[src/rtl/jpeg_byte_stuffer.sv]
// JPEG entropy-data byte stuffer: pops 32-bit FIFO words, emits them MSB-first, inserts 0x00 after 0xFF.
// Optional macro JPEG_EOI_APPEND_EN appends an FF/EOI_CODE end-of-image marker on eoi_req.
module jpeg_byte_stuffer #(
  parameter int unsigned CNT_W    = 32,
  parameter logic [7:0]  EOI_CODE = 8'hD9
) (
  input  logic             clk,
  input  logic             rst,
  input  logic             fifo_empty,
  input  logic [31:0]      read_data,
  input  logic             rdata_valid,
  output logic             read_req,
  output logic [7:0]       byte_out,
  output logic             byte_valid,
  input  logic             byte_ready,
  input  logic             eoi_req,
  output logic             eoi_done,
  output logic             busy,
  output logic [CNT_W-1:0] byte_count,
  output logic [CNT_W-1:0] stuff_count
);

`ifdef JPEG_EOI_APPEND_EN
  typedef enum logic [2:0] {S_IDLE, S_WAIT, S_SEND, S_STUFF, S_EOI_FF, S_EOI_CODE} state_t;
`else
  typedef enum logic [1:0] {S_IDLE, S_WAIT, S_SEND, S_STUFF} state_t;
`endif

  localparam logic [CNT_W-1:0] CNT_ONE = 1;

  state_t      state, state_next;
  logic [31:0] word_q;
  logic [31:0] word_shifted;
  logic [7:0]  cur_byte;
  logic [1:0]  idx, idx_next;
  logic        fire;

  // Current byte selected by shifting the held word so the active byte sits in the top lane.
  assign word_shifted = word_q << {idx, 3'b000};
  assign cur_byte     = word_shifted[31:24];
  assign fire         = byte_valid & byte_ready;
  assign busy         = (state != S_IDLE);

`ifdef JPEG_EOI_APPEND_EN
  logic eoi_pending;
`endif

  always_comb begin
    state_next = state;
    idx_next   = idx;
    read_req   = 1'b0;
    byte_valid = 1'b0;
    byte_out   = '0;
    case (state)
      S_IDLE: begin
        if (!fifo_empty) begin
          read_req   = 1'b1;
          state_next = S_WAIT;
        end
`ifdef JPEG_EOI_APPEND_EN
        else if (eoi_pending) begin
          state_next = S_EOI_FF;
        end
`endif
      end
      S_WAIT: begin
        if (rdata_valid) begin
          idx_next   = '0;
          state_next = S_SEND;
        end
      end
      S_SEND: begin
        byte_valid = 1'b1;
        byte_out   = cur_byte;
        if (byte_ready) begin
          if (cur_byte == 8'hFF) begin
            state_next = S_STUFF;
          end else if (idx == 2'd3) begin
            state_next = S_IDLE;
          end else begin
            idx_next = idx + 2'd1;
          end
        end
      end
      S_STUFF: begin
        byte_valid = 1'b1;
        byte_out   = 8'h00;
        if (byte_ready) begin
          if (idx == 2'd3) begin
            state_next = S_IDLE;
          end else begin
            idx_next   = idx + 2'd1;
            state_next = S_SEND;
          end
        end
      end
`ifdef JPEG_EOI_APPEND_EN
      S_EOI_FF: begin
        byte_valid = 1'b1;
        byte_out   = 8'hFF;
        if (byte_ready) state_next = S_EOI_CODE;
      end
      S_EOI_CODE: begin
        byte_valid = 1'b1;
        byte_out   = EOI_CODE;
        if (byte_ready) state_next = S_IDLE;
      end
`endif
      default: state_next = S_IDLE;
    endcase
  end

  always_ff @(posedge clk) begin
    if (rst) begin
      state       <= S_IDLE;
      idx         <= '0;
      word_q      <= '0;
      byte_count  <= '0;
      stuff_count <= '0;
    end else begin
      state <= state_next;
      idx   <= idx_next;
      if (state == S_WAIT && rdata_valid) word_q <= read_data;
      if (fire) byte_count <= byte_count + CNT_ONE;
      if (fire && state == S_STUFF) stuff_count <= stuff_count + CNT_ONE;
    end
  end

`ifdef JPEG_EOI_APPEND_EN
  // A request landing on the marker's final handshake is absorbed into that marker.
  always_ff @(posedge clk) begin
    if (rst) begin
      eoi_pending <= 1'b0;
      eoi_done    <= 1'b0;
    end else begin
      eoi_done <= fire && (state == S_EOI_CODE);
      if (fire && state == S_EOI_CODE) begin
        eoi_pending <= 1'b0;
      end else if (eoi_req) begin
        eoi_pending <= 1'b1;
      end
    end
  end
`else
  logic eoi_unused;
  assign eoi_unused = eoi_req ^ (^EOI_CODE);
  assign eoi_done   = 1'b0;
`endif

endmodule

[config.mk]
export PLATFORM = sky130hd
export DESIGN_NAME = jpeg_byte_stuffer
export DESIGN_NICKNAME = d
export VERILOG_FILES = /design/src/rtl/jpeg_byte_stuffer.sv
export SDC_FILE = /design/constraint.sdc
export NUM_CORES = 1
export LEC_CHECK = 0
export CORE_ASPECT_RATIO = 0.8
export CORE_MARGIN = 1
export CORE_UTILIZATION = 38
export DETAILED_ROUTE_END_ITERATION = 8
export HOLD_SLACK_MARGIN = 0.08
export SYNTH_ARGS = -nofsm -noshare
export SYNTH_HDL_FRONTEND = slang
export SYNTH_SLANG_ARGS = --single-unit
[constraint.sdc]
create_clock -name clk -period 3.5 [get_ports clk]
set_input_delay 0.525 -clock clk [delete_from_list [all_inputs] [get_ports clk]]
set_output_delay 0.525 -clock clk [all_outputs]
set_load 0.1 [all_outputs]
# Word level (Yosys, flattened, before mapping)
# Index checks and enable logic that the tools add are counted.
# classes
addsub,3
eq_ne,11
n_shift,1
muxes,18
n_bitwise,1
n_reduce_logical,8
# op_table
operator,count
"32-bit by 1-bit adder with 32-bit output, second input constant",2
32-bit by 5-bit << shifter with 32-bit output,1
2-bit two-way mux,12
"2-bit inequality test, second input constant",5
5-bit AND reduction,2
"8-bit == test, second input constant",1
8-bit two-way mux,1
2-bit one-hot mux with 4 select lines,1
"2-bit == test, second input constant",3
2-bit one-hot mux with 3 select lines,1
1-bit two-way mux,3
"3-bit inequality test, second input constant",1
3-bit nonzero test,1
"2-bit by 1-bit adder with 2-bit output, second input constant",1
"2-bit by 1-bit == test with 1-bit output, second input constant",1
1-bit logical AND,2
2-bit logical NOT,1
2-bit nonzero test,1
2-bit OR reduction,1
1-bit bitwise AND,1
# word_totals
reg_bits,100
inputBits,38
output_inout_bits,76
elab_cells,47

# Depth between registers and ports, before layout
# Gate-level depths: netlist of the first run.
# logic_depth
word_depth,5
depth_mapped,6
mapped_depth_nobuf,6

# Worst setup path after synthesis of the first run
# No wires, ideal clock.
# synth_timing
path_kind,reg2out
startpoint,register state[1]
endpoint,output port read_req
arrival_ns,2.342
required_ns,2.975
setup_slack_ns,0.633
stages_incl_launch_ff,4
cell_sequence,dfxtp_1 -> buf_6 -> or2_2 -> nor2_1
# synth_between
elab_chain_cells,2
# synth_lines
element,line,rtl
start: declaration,31,"state_t state, state_next;"
start signal: assignment,121,state <= state_next;
2-bit logical NOT,54,case (state)
1-bit two-way mux,54,
end: declaration,12,"output logic read_req,"
# Every way passes these cells.

# Worst setup path in the final report of the first run
# layout_timing
startpoint,register idx[0]
endpoint,output port byte_out[3]
# layout_between
elab_chain_cells,2
# layout_lines
element,line,rtl
start: declaration,35,"logic [1:0] idx, idx_next;"
start signal: assignment,122,idx <= idx_next;
32-bit by 5-bit << shifter with 32-bit output,39,"assign word_shifted = word_q << {idx, 3'b000};"
8-bit two-way mux,54,
end: declaration,13,"output logic [7:0] byte_out,"
# Every way passes these cells.

==> reports/qor.csv, run 1 <==
stage,metric,value,unit
status,outcome,completed,
timing,setup_viol,0,
pwr,p_seq_share,50.3,%
setup_path,crit_type,flop to primary output,
setup_path,cp_data_required_time,2.97,ns
finish,final_core_util,51.8,%
finish,fillers,1108,
setup_path,slowest_stage,dfxtp_1,
timing,relSlewSlack,29.6,%
pwr,swShare,22.9,%
finish,multi_input_area,2460,µm²
finish,final_common_cell,dfxtp_1,
placement,placed_area,5790,µm²
finish,final_cell_mix,"dfxtp_1, clkdlybuf4s50_1, nand2_1, nor2_1, a21oi_1",
die,core,11700,µm²
setup_path,worstPathMaxFanout,14,
die,die-area,12700,µm²
setup_path,r2r-start,state[1]$_SDFFE_PP0P_,
global_routing,track_usage,17.8,%
clocking,cts_sinks,100,
timing,finalCritPeriodShare,78.4,%
setup_path,start_kind,flop,
drt,first_iter_violations,194,
global_routing,grt_max_degree,106,
die,die_h,101,µm
setup_path,worstSetupEndpoint,byte_out[3],
pwr,p_leak,2.13,nW
finish,regArea,2000,µm²
finish,drive_above_1_share,8.33,%
logic_synthesis,netlist_area,4650,µm²
setup_path,cp-end-kind,primary output,
logic_synthesis,synthCells,537,
timing,worst_pin_slew,1.06,ns
global_routing,grt_pass1_vias,3692,
setup_path,critPathMaxStageDelay,0.76,ns
timing,fin_crit,2.74,ns
logic_synthesis,yosysSeqAreaShare,43.0,%
run,maxCapViolCount,0,
clocking,clock_latency,0.34,ns
die,num_rows,35,
clocking,numCtsBuffers,9,
setup_path,cp-startpoint,idx[0]$_SDFFE_PP0P_,
clocking,hold_buffers,0,
timing,timing.fmax,365,MHz
timing,rsz0062_at_grt,no,
drt,viasPerCell,5.10,
setup_path,reg2reg_depth,5,
setup_path,ff2ff_setup_slack,1.20,ns
pwr,p_sw,0.533,mW
drt,drc,0,
pwr,power_frac_comb,7.1,%
clocking,cts_tree,yes,
timing,slew_viol_final,0,
setup_path,crit_chain,"mux4_1, and2_2, buf_4",
timing,fin_skew,0.00825,ns
setup_path,timing.rr.end,stuff_count[30]$_SDFFE_PP0P_,
placement,place.gp.congestion,0.754,
min_path,whs_path_depth,2,
clocking,ctsHtreeMaxLevel,3,
finish,stdcell_area,6080,µm²
timing,worst_slack,0.757,ns
logic_synthesis,ys_types,50,
placement,portBuffers,111,
drt,antenna_left,0,
logic_synthesis,ys_seq_elements,100,
pwr,p_clk_share,42.6,%
clocking,clockBufferDepth,2,
clocking,path_clk_slew,0.06,ns
die,start_util,39.6,%
finish,fin_nets,673,
die,chipWidth,126,µm
logic_synthesis,syn_nets,578,
logic_synthesis,syn_avg_cell_area,8.67,µm²
die,ios,114,
timing,tns,0,ns
global_routing,gr-total-overflow,0,
timing,hold_viol_final,0,
setup_path,crit_arrival,2.22,ns
global_routing,grt_pass1_wl,18.1,mm
finish,diodes,0,
placement,post-dp-hpwl,7.58,mm
drt,wl_per_cell,14.1,µm
pwr,total_power,2.32,mW
drt,num_vias,3998,
drt,routed_wl,11.0,mm
pwr,peakVddDrop,264,µV
placement,dp.cells,769,
clocking,cts_setup_buffers,0,
clocking,ctsResizeCount,0,
finish,instances_no_fill,784,
logic_synthesis,synth-warning-count,0,
drt,drt_pass1_iterations,5,
global_routing,antenna_found_initial,0,
min_path,hp-class,flop to flop,
clocking,ctsRootBufferMaster,clkbuf_16,
finish,areaGrowthSynthToFinish,30.7,%
timing,hold_ws,0.452,ns
placement,pre_cts_ws,0.706,ns
pwr,power_density,382,nW/µm²
pwr,p_int,1.79,mW
## routing by layer
metal	global-route usage (%)	up-vias	routed length [µm]
met2	27.5	86	4850
li1	-	2025	-
met5	0	-	0
met4	4.78	0	112
met1	24.5	1878	5580
met3	4.56	9	486
## state kept, by name (all words and copies together) (netlist names)
name / count
byte_count: 32
word_q: 32
state: 2
idx: 2
stuff_count: 32
## worst min path at each step
stage	start	to	slack (ns)
2_1_floorplan	word_q[15]$_SDFFE_PP0P_	word_q[15]$_SDFFE_PP0P_	0.43
3_3_place_gp	word_q[13]$_SDFFE_PP0P_	word_q[13]$_SDFFE_PP0P_	0.44
3_5_place_dp	word_q[9]$_SDFFE_PP0P_	word_q[9]$_SDFFE_PP0P_	0.45
4_1_cts	word_q[9]$_SDFFE_PP0P_	word_q[9]$_SDFFE_PP0P_	0.45
5_1_grt	word_q[2]$_SDFFE_PP0P_	word_q[2]$_SDFFE_PP0P_	0.47
6_report	word_q[9]$_SDFFE_PP0P_	word_q[9]$_SDFFE_PP0P_	0.45
## cell type report
class                   count  area share [%]
multi-input cells         396            40.4
flip-flops and latches    100            32.9
repair buffers            114            18.1
clock buffers              11            3.99
well taps                 148            3.05
clock inverters             4           0.823
inverters                  11           0.679
## synthesized netlist by cell type (all sizes together)
master | instances | area (µm²)
a211oi | 1 | 7.51
conb | 1 | 3.75
nand4 | 23 | 156
nor4b | 1 | 8.76
nand2b | 2 | 12.5
and3b | 1 | 8.76
and2b | 1 | 8.76
nor2b | 3 | 18.8
and4bb | 1 | 12.5
nor3 | 11 | 66.3
or3 | 7 | 48.8
xnor2 | 28 | 245
mux4 | 8 | 210
clkbuf | 19 | 71.3
a31o | 2 | 17.5
nor4 | 10 | 98.8
xor2 | 26 | 228
a21oi | 43 | 215
buf | 11 | 82.6
and2 | 13 | 82.6
dfxtp | 100 | 2000
and4 | 6 | 52.6
nand3 | 20 | 115
nand4b | 1 | 8.76
a221oi | 1 | 8.76
nand2 | 88 | 330
inv | 11 | 41.3
nor2 | 67 | 251
o211ai | 1 | 7.51
or4b | 1 | 10.0
o21ai | 7 | 35.0
o21a | 1 | 7.51
and3 | 8 | 50.1
nand3b | 1 | 7.51
a311oi | 1 | 15.0
a22oi | 1 | 7.51
or2 | 3 | 18.8
mux2i | 2 | 20.0
mux2 | 2 | 22.5
ha | 3 | 37.5
## power groups by stage
stage               clock network (mW)  logic, mW  registers (mW)
finish                           0.989      0.165            1.17
global route                      1.07      0.179            1.17
CTS                               1.02      0.168            1.17
detailed placement                   0      0.167            1.20
global placement                     0      0.166            1.19
floorplan                            0      0.106            1.19
## worst max-delay path, delay by kind of cell (launching register included)
family | cells | cell delay (ns)
buffers and inverters | 1 | 0.23
and+or+nand+nor | 1 | 0.22
DFF | 1 | 0.76
muxes | 1 | 0.68
## cells by family after synthesis
logic type / synth area share [%]
simple gates: 29.4
flops: 43.0
compound gates: 6.91
xor+xnor: 10.2
buf+inv: 4.19
mux: 5.43
fa+ha+maj: 0.807
other cells: 0.0806
Power figures use the tool's default switching activity.
==> inputs of run 2 (changes only) <==
==> constraint.sdc (replaced) <==
create_clock -name clk -period 2.7 [get_ports clk]
set_input_delay 0.405 -clock clk [delete_from_list [all_inputs] [get_ports clk]]
set_output_delay 0.405 -clock clk [all_outputs]
set_load 0.1 [all_outputs]
==> run 2 against run 1 <==
Die area did not move. Cell count is 0.51% higher. Critical path depth did not move. Critical endpoint is now byte_out[7]. Sequential share of layout area is 0.27 points higher. Clock skew decreased by 0.0025 ns. Largest power group unchanged. Core utilization decreased by 0.38 points. Highest routed layer unchanged. Power up 27%. Cell area is 0.74% lower. Flip-flop and latch count unchanged. First-iteration DRC count fell by 28%. Combinational power grew 33%. Non-clock buffer count increased by 3.
==> reports/qor.csv, run 2 (synthesis results as in run 1) <==
stage,metric,value,unit
placement,post-dp-hpwl,7.69,mm
timing,hold_ws,0.453,ns
clocking,cts_tree,yes,
die,num_rows,35,
clocking,numCtsBuffers,9,
clocking,ctsHtreeMaxLevel,3,
finish,drive_above_1_share,19.2,%
drt,first_iter_violations,140,
drt,routed_wl,11.0,mm
clocking,hold_buffers,0,
drt,num_vias,3969,
drt,wl_per_cell,14.0,µm
run,maxCapViolCount,0,
clocking,clock_latency,0.34,ns
die,die-area,12700,µm²
setup_path,cp_data_required_time,2.30,ns
die,die_h,101,µm
timing,fin_skew,0.00580,ns
setup_path,start_kind,flop,
finish,fin_nets,676,
setup_path,cp-end-kind,primary output,
timing,timing.fmax,412,MHz
timing,finalCritPeriodShare,89.9,%
timing,worst_pin_slew,1.09,ns
die,core,11700,µm²
global_routing,antenna_found_initial,0,
pwr,p_leak,2.30,nW
global_routing,gr-total-overflow,0,
status,outcome,completed,
pwr,power_density,487,nW/µm²
finish,largestRegisters,"byte_count (32), stuff_count (32), word_q (32)",
timing,fin_crit,2.43,ns
global_routing,grt_pass1_wl,18.3,mm
clocking,path_clk_slew,0.07,ns
timing,slew_viol_final,0,
timing,relSlewSlack,27.7,%
placement,place.gp.congestion,0.764,
drt,drt_pass1_iterations,5,
timing,setup_viol,0,
die,ios,114,
die,start_util,39.6,%
drt,antenna_left,0,
setup_path,worstPathMaxFanout,11,
clocking,cts_sinks,100,
clocking,clockBufferDepth,2,
timing,hold_viol_final,0,
die,chipWidth,126,µm
drt,viasPerCell,5.04,
finish,areaGrowthSynthToFinish,29.7,%
clocking,ctsRootBufferMaster,clkbuf_16,
min_path,hp-class,flop to flop,
timing,tns,0,ns
setup_path,crit_arrival,2.02,ns
setup_path,crit_type,flop to primary output,
global_routing,grt_pass1_vias,3619,
finish,final_cell_mix,"dfxtp_1, nand2_1, buf_4, nor2_1, a21oi_1",
finish,diodes,0,
global_routing,track_usage,18.1,%
placement,portBuffers,111,
pwr,peakVddDrop,248,µV
timing,rsz0062_at_grt,no,
drt,drc,0,
finish,fillers,1154,
global_routing,grt_max_degree,106,
finish,final_common_cell,dfxtp_1,
run 2: changes by cell type in the layout (fill, tap and decap cells not counted), sizes merged:
cell           delta
bufinv            -1
buf              +66
clkdlybuf4s50    -63
clkbuf            -1
clkinvlp          -1
clkinv            +4
run 2: worst max-delay path: stages (launching register included):
cell and delay, ns:
dfxtp_1 0.66, mux4_1 0.65, and2_1 0.21, buf_12 0.17
run 2: what timing repair did:
action	CTS	global route
setup endpoints to repair	0	2
setup buffers	0	0
resized for setup	0	1
run 2: worst paths after layout:
path	slack, ns	cells after the start	to	start
worst min register to register	0.45	2	word_q[21]$_SDFFE_PP0P_	word_q[21]$_SDFFE_PP0P_
worst max register to register	0.58	6	byte_count[25]$_SDFFE_PP0P_	state[1]$_SDFFE_PP0P_
worst max-delay path	0.27	3	byte_out[7]	idx[1]$_SDFFE_PP0P_
worst min-delay path	0.45	2	word_q[21]$_SDFFE_PP0P_	word_q[21]$_SDFFE_PP0P_
run 2: per-layer routing:
metal | routed length (µm) | vias to the layer above | global-route usage [%]
met4 | 127 | 0 | 4.88
met5 | 0 | - | 0
li1 | - | 2022 | -
met3 | 524 | 11 | 4.72
met2 | 4720 | 84 | 27.3
met1 | 5650 | 1852 | 25.4
run 2: layout make-up:
| class | count | area (µm²) | share of cell area, % |
|---|---|---|---|
| clock inverters | 6 | 40.0 | 0.663 |
| flip-flops and latches | 100 | 2000 | 33.2 |
| inverters | 11 | 41.3 | 0.684 |
| well taps | 148 | 185 | 3.07 |
| repair buffers | 117 | 1070 | 17.7 |
| multi-input cells | 396 | 2460 | 40.8 |
| clock buffers | 10 | 239 | 3.96 |
run 2: where the power goes:
part,internal (mW),switching (mW)
Clock,0.648,0.557
Combinational,0.0895,0.130
Sequential,1.50,0.0200
Total,2.23,0.707
run 2: metrics by stage:
| step | total power [mW] | area [µm²] | setup slack [ns] | cells | util, % |
|---|---|---|---|---|---|
| global route | 3.06 | 6040 | 0.200 | 788 | 51.4 |
| detailed placement | 1.77 | 5760 | 0.264 | 772 | 49.0 |
| CTS | 2.99 | 6030 | 0.0733 | 788 | 51.4 |
| global placement | 1.77 | 5760 | 0.317 | 772 | 49.0 |
| finish | 2.94 | 6040 | 0.271 | 788 | 51.4 |
| floorplan | 1.69 | 4660 | 0.139 | 537 | - |
==> inputs of run 3 (changes only) <==
--- a/config.mk
+++ b/config.mk
@@ -10,6 +10,7 @@
 export CORE_UTILIZATION = 38
 export DETAILED_ROUTE_END_ITERATION = 8
 export HOLD_SLACK_MARGIN = 0.08
+export PLACE_DENSITY = 0.64
 export SYNTH_ARGS = -nofsm -noshare
 export SYNTH_HDL_FRONTEND = slang
 export SYNTH_SLANG_ARGS = --single-unit
==> run 3 against run 2 <==
Maximum frequency shrank 5.6%. Power up 11%. Global-route usage increased by 0.65 points. Cell count is 0.25% higher. Highest routed layer unchanged.
==> reports/qor.csv, run 3 (synthesis results as in run 1) <==
stage,metric,value,unit
run,maxCapViolCount,0,
die,die_h,101,µm
clocking,ctsResizeCount,0,
drt,dr_wl_met3,544,µm
timing,worst_pin_slew,0.674,ns
timing,relSlewSlack,55.0,%
global_routing,antenna_found_initial,0,
timing,fin_crit,2.57,ns
finish,largestRegisters,"byte_count (32), stuff_count (32), word_q (32)",
finish,final_common_cell,dfxtp_1,
global_routing,grt_pass1_vias,3753,
setup_path,crit_type,flop to primary output,
global_routing,grt_max_degree,35,
clocking,clockBufferDepth,2,
pwr,power_density,534,nW/µm²
finish,areaGrowthSynthToFinish,31.7,%
global_routing,grt_pass1_wl,18.8,mm
min_path,hp-class,flop to flop,
drt,wl_met2,5.16,mm
timing,slew_viol_final,0,
finish,fin_nets,679,
drt,drt_pass1_iterations,5,
drt,antenna_left,0,
placement,placed_area,5780,µm²
setup_path,crit_arrival,2.17,ns
drt,num_vias,4109,
timing,tns,0,ns
setup_path,worstPathMaxFanout,14,
clocking,cts_tree,yes,
clocking,clock_latency,0.34,ns
timing,setup_viol,0,
clocking,ctsHtreeMaxLevel,3,
setup_path,start_kind,flop,
drt,viasPerCell,5.20,
drt,first_iter_violations,186,
placement,portBuffers,111,
clocking,cts_setup_buffers,0,
die,chipWidth,126,µm
die,start_util,39.6,%
drt,met1_length,5.58,mm
clocking,hold_buffers,0,
die,die-area,12700,µm²
pwr,p_leak,2.35,nW
drt,drc,0,
placement,place.gp.congestion,0.779,
finish,diodes,0,
pwr,total_power,3.27,mW
pwr,peakVddDrop,294,µV
timing,hold_viol_final,0,
global_routing,track_usage,18.7,%
finish,final_cell_mix,"dfxtp_1, nand2_1, buf_4, nor2_1, a21oi_1",
timing,timing.fmax,389,MHz
clocking,path_clk_slew,0.06,ns
drt,routed_wl,11.4,mm
clocking,cts_sinks,100,
die,ios,114,
drt,top_layer_used,met4,
die,num_rows,35,
setup_path,cp-end-kind,primary output,
clocking,numCtsBuffers,9,
placement,post-dp-hpwl,8.33,mm
finish,drive_above_1_share,19.2,%
timing,fin_skew,0.00650,ns
timing,rsz0062_at_grt,no,
timing,finalCritPeriodShare,95.3,%
drt,wl_per_cell,14.4,µm
global_routing,gr-total-overflow,0,
finish,stdcell_area,6130,µm²
clocking,ctsRootBufferMaster,clkbuf_16,
status,outcome,completed,
die,core,11700,µm²
setup_path,cp_data_required_time,2.30,ns
run 3: worst paths after layout:
check	from	end	slack (ns)	cells past startpoint
worst max-delay path	idx[0]$_SDFFE_PP0P_	byte_out[6]	0.13	3
worst min-delay path	word_q[14]$_SDFFE_PP0P_	word_q[14]$_SDFFE_PP0P_	0.46	2
worst max register to register	idx[0]$_SDFFE_PP0P_	idx[0]$_SDFFE_PP0P_	0.53	5
worst min register to register	word_q[14]$_SDFFE_PP0P_	word_q[14]$_SDFFE_PP0P_	0.46	2
run 3: cell type report:
cell class                      count  area [µm²]
Sequential cell                   100        2000
Clock inverter                      5         125
Fill cell                        1129        5610
Clock buffer                       10         229
Tap cell                          148         185
Timing Repair Buffer              120        1090
Multi-Input combinational cell    396        2460
Inverter                           11        41.3
run 3: report_power, final:
part	switching [mW]	leakage, nW	internal (mW)
Clock	0.539	0.173	0.993
Sequential	0.0212	0.807	1.50
Combinational	0.130	1.37	0.0919
Total	0.691	2.35	2.58
run 3: stage by stage:
stage,hold slack (ns),setup WS [ns],instances,utilization [%]
3_3_place_gp,0.440,0.308,775,49.2
2_1_floorplan,0.432,0.139,537,-
5_1_grt,0.477,0.0148,790,52.2
4_1_cts,0.456,0.106,790,52.2
6_report,0.456,0.128,790,52.2
3_5_place_dp,0.445,0.304,775,49.2
run 3: critical path: stages, from the launching register on:
cell	delay (ns)
dfxtp_1	0.75
mux4_1	0.68
and2_1	0.21
buf_12	0.17
run 3: metal layers:
layer,vias to the layer above,track usage [%]
li1,2032,-
met1,1969,25.3
met2,98,29.8
met3,10,4.78
met4,0,4.78
met5,-,0
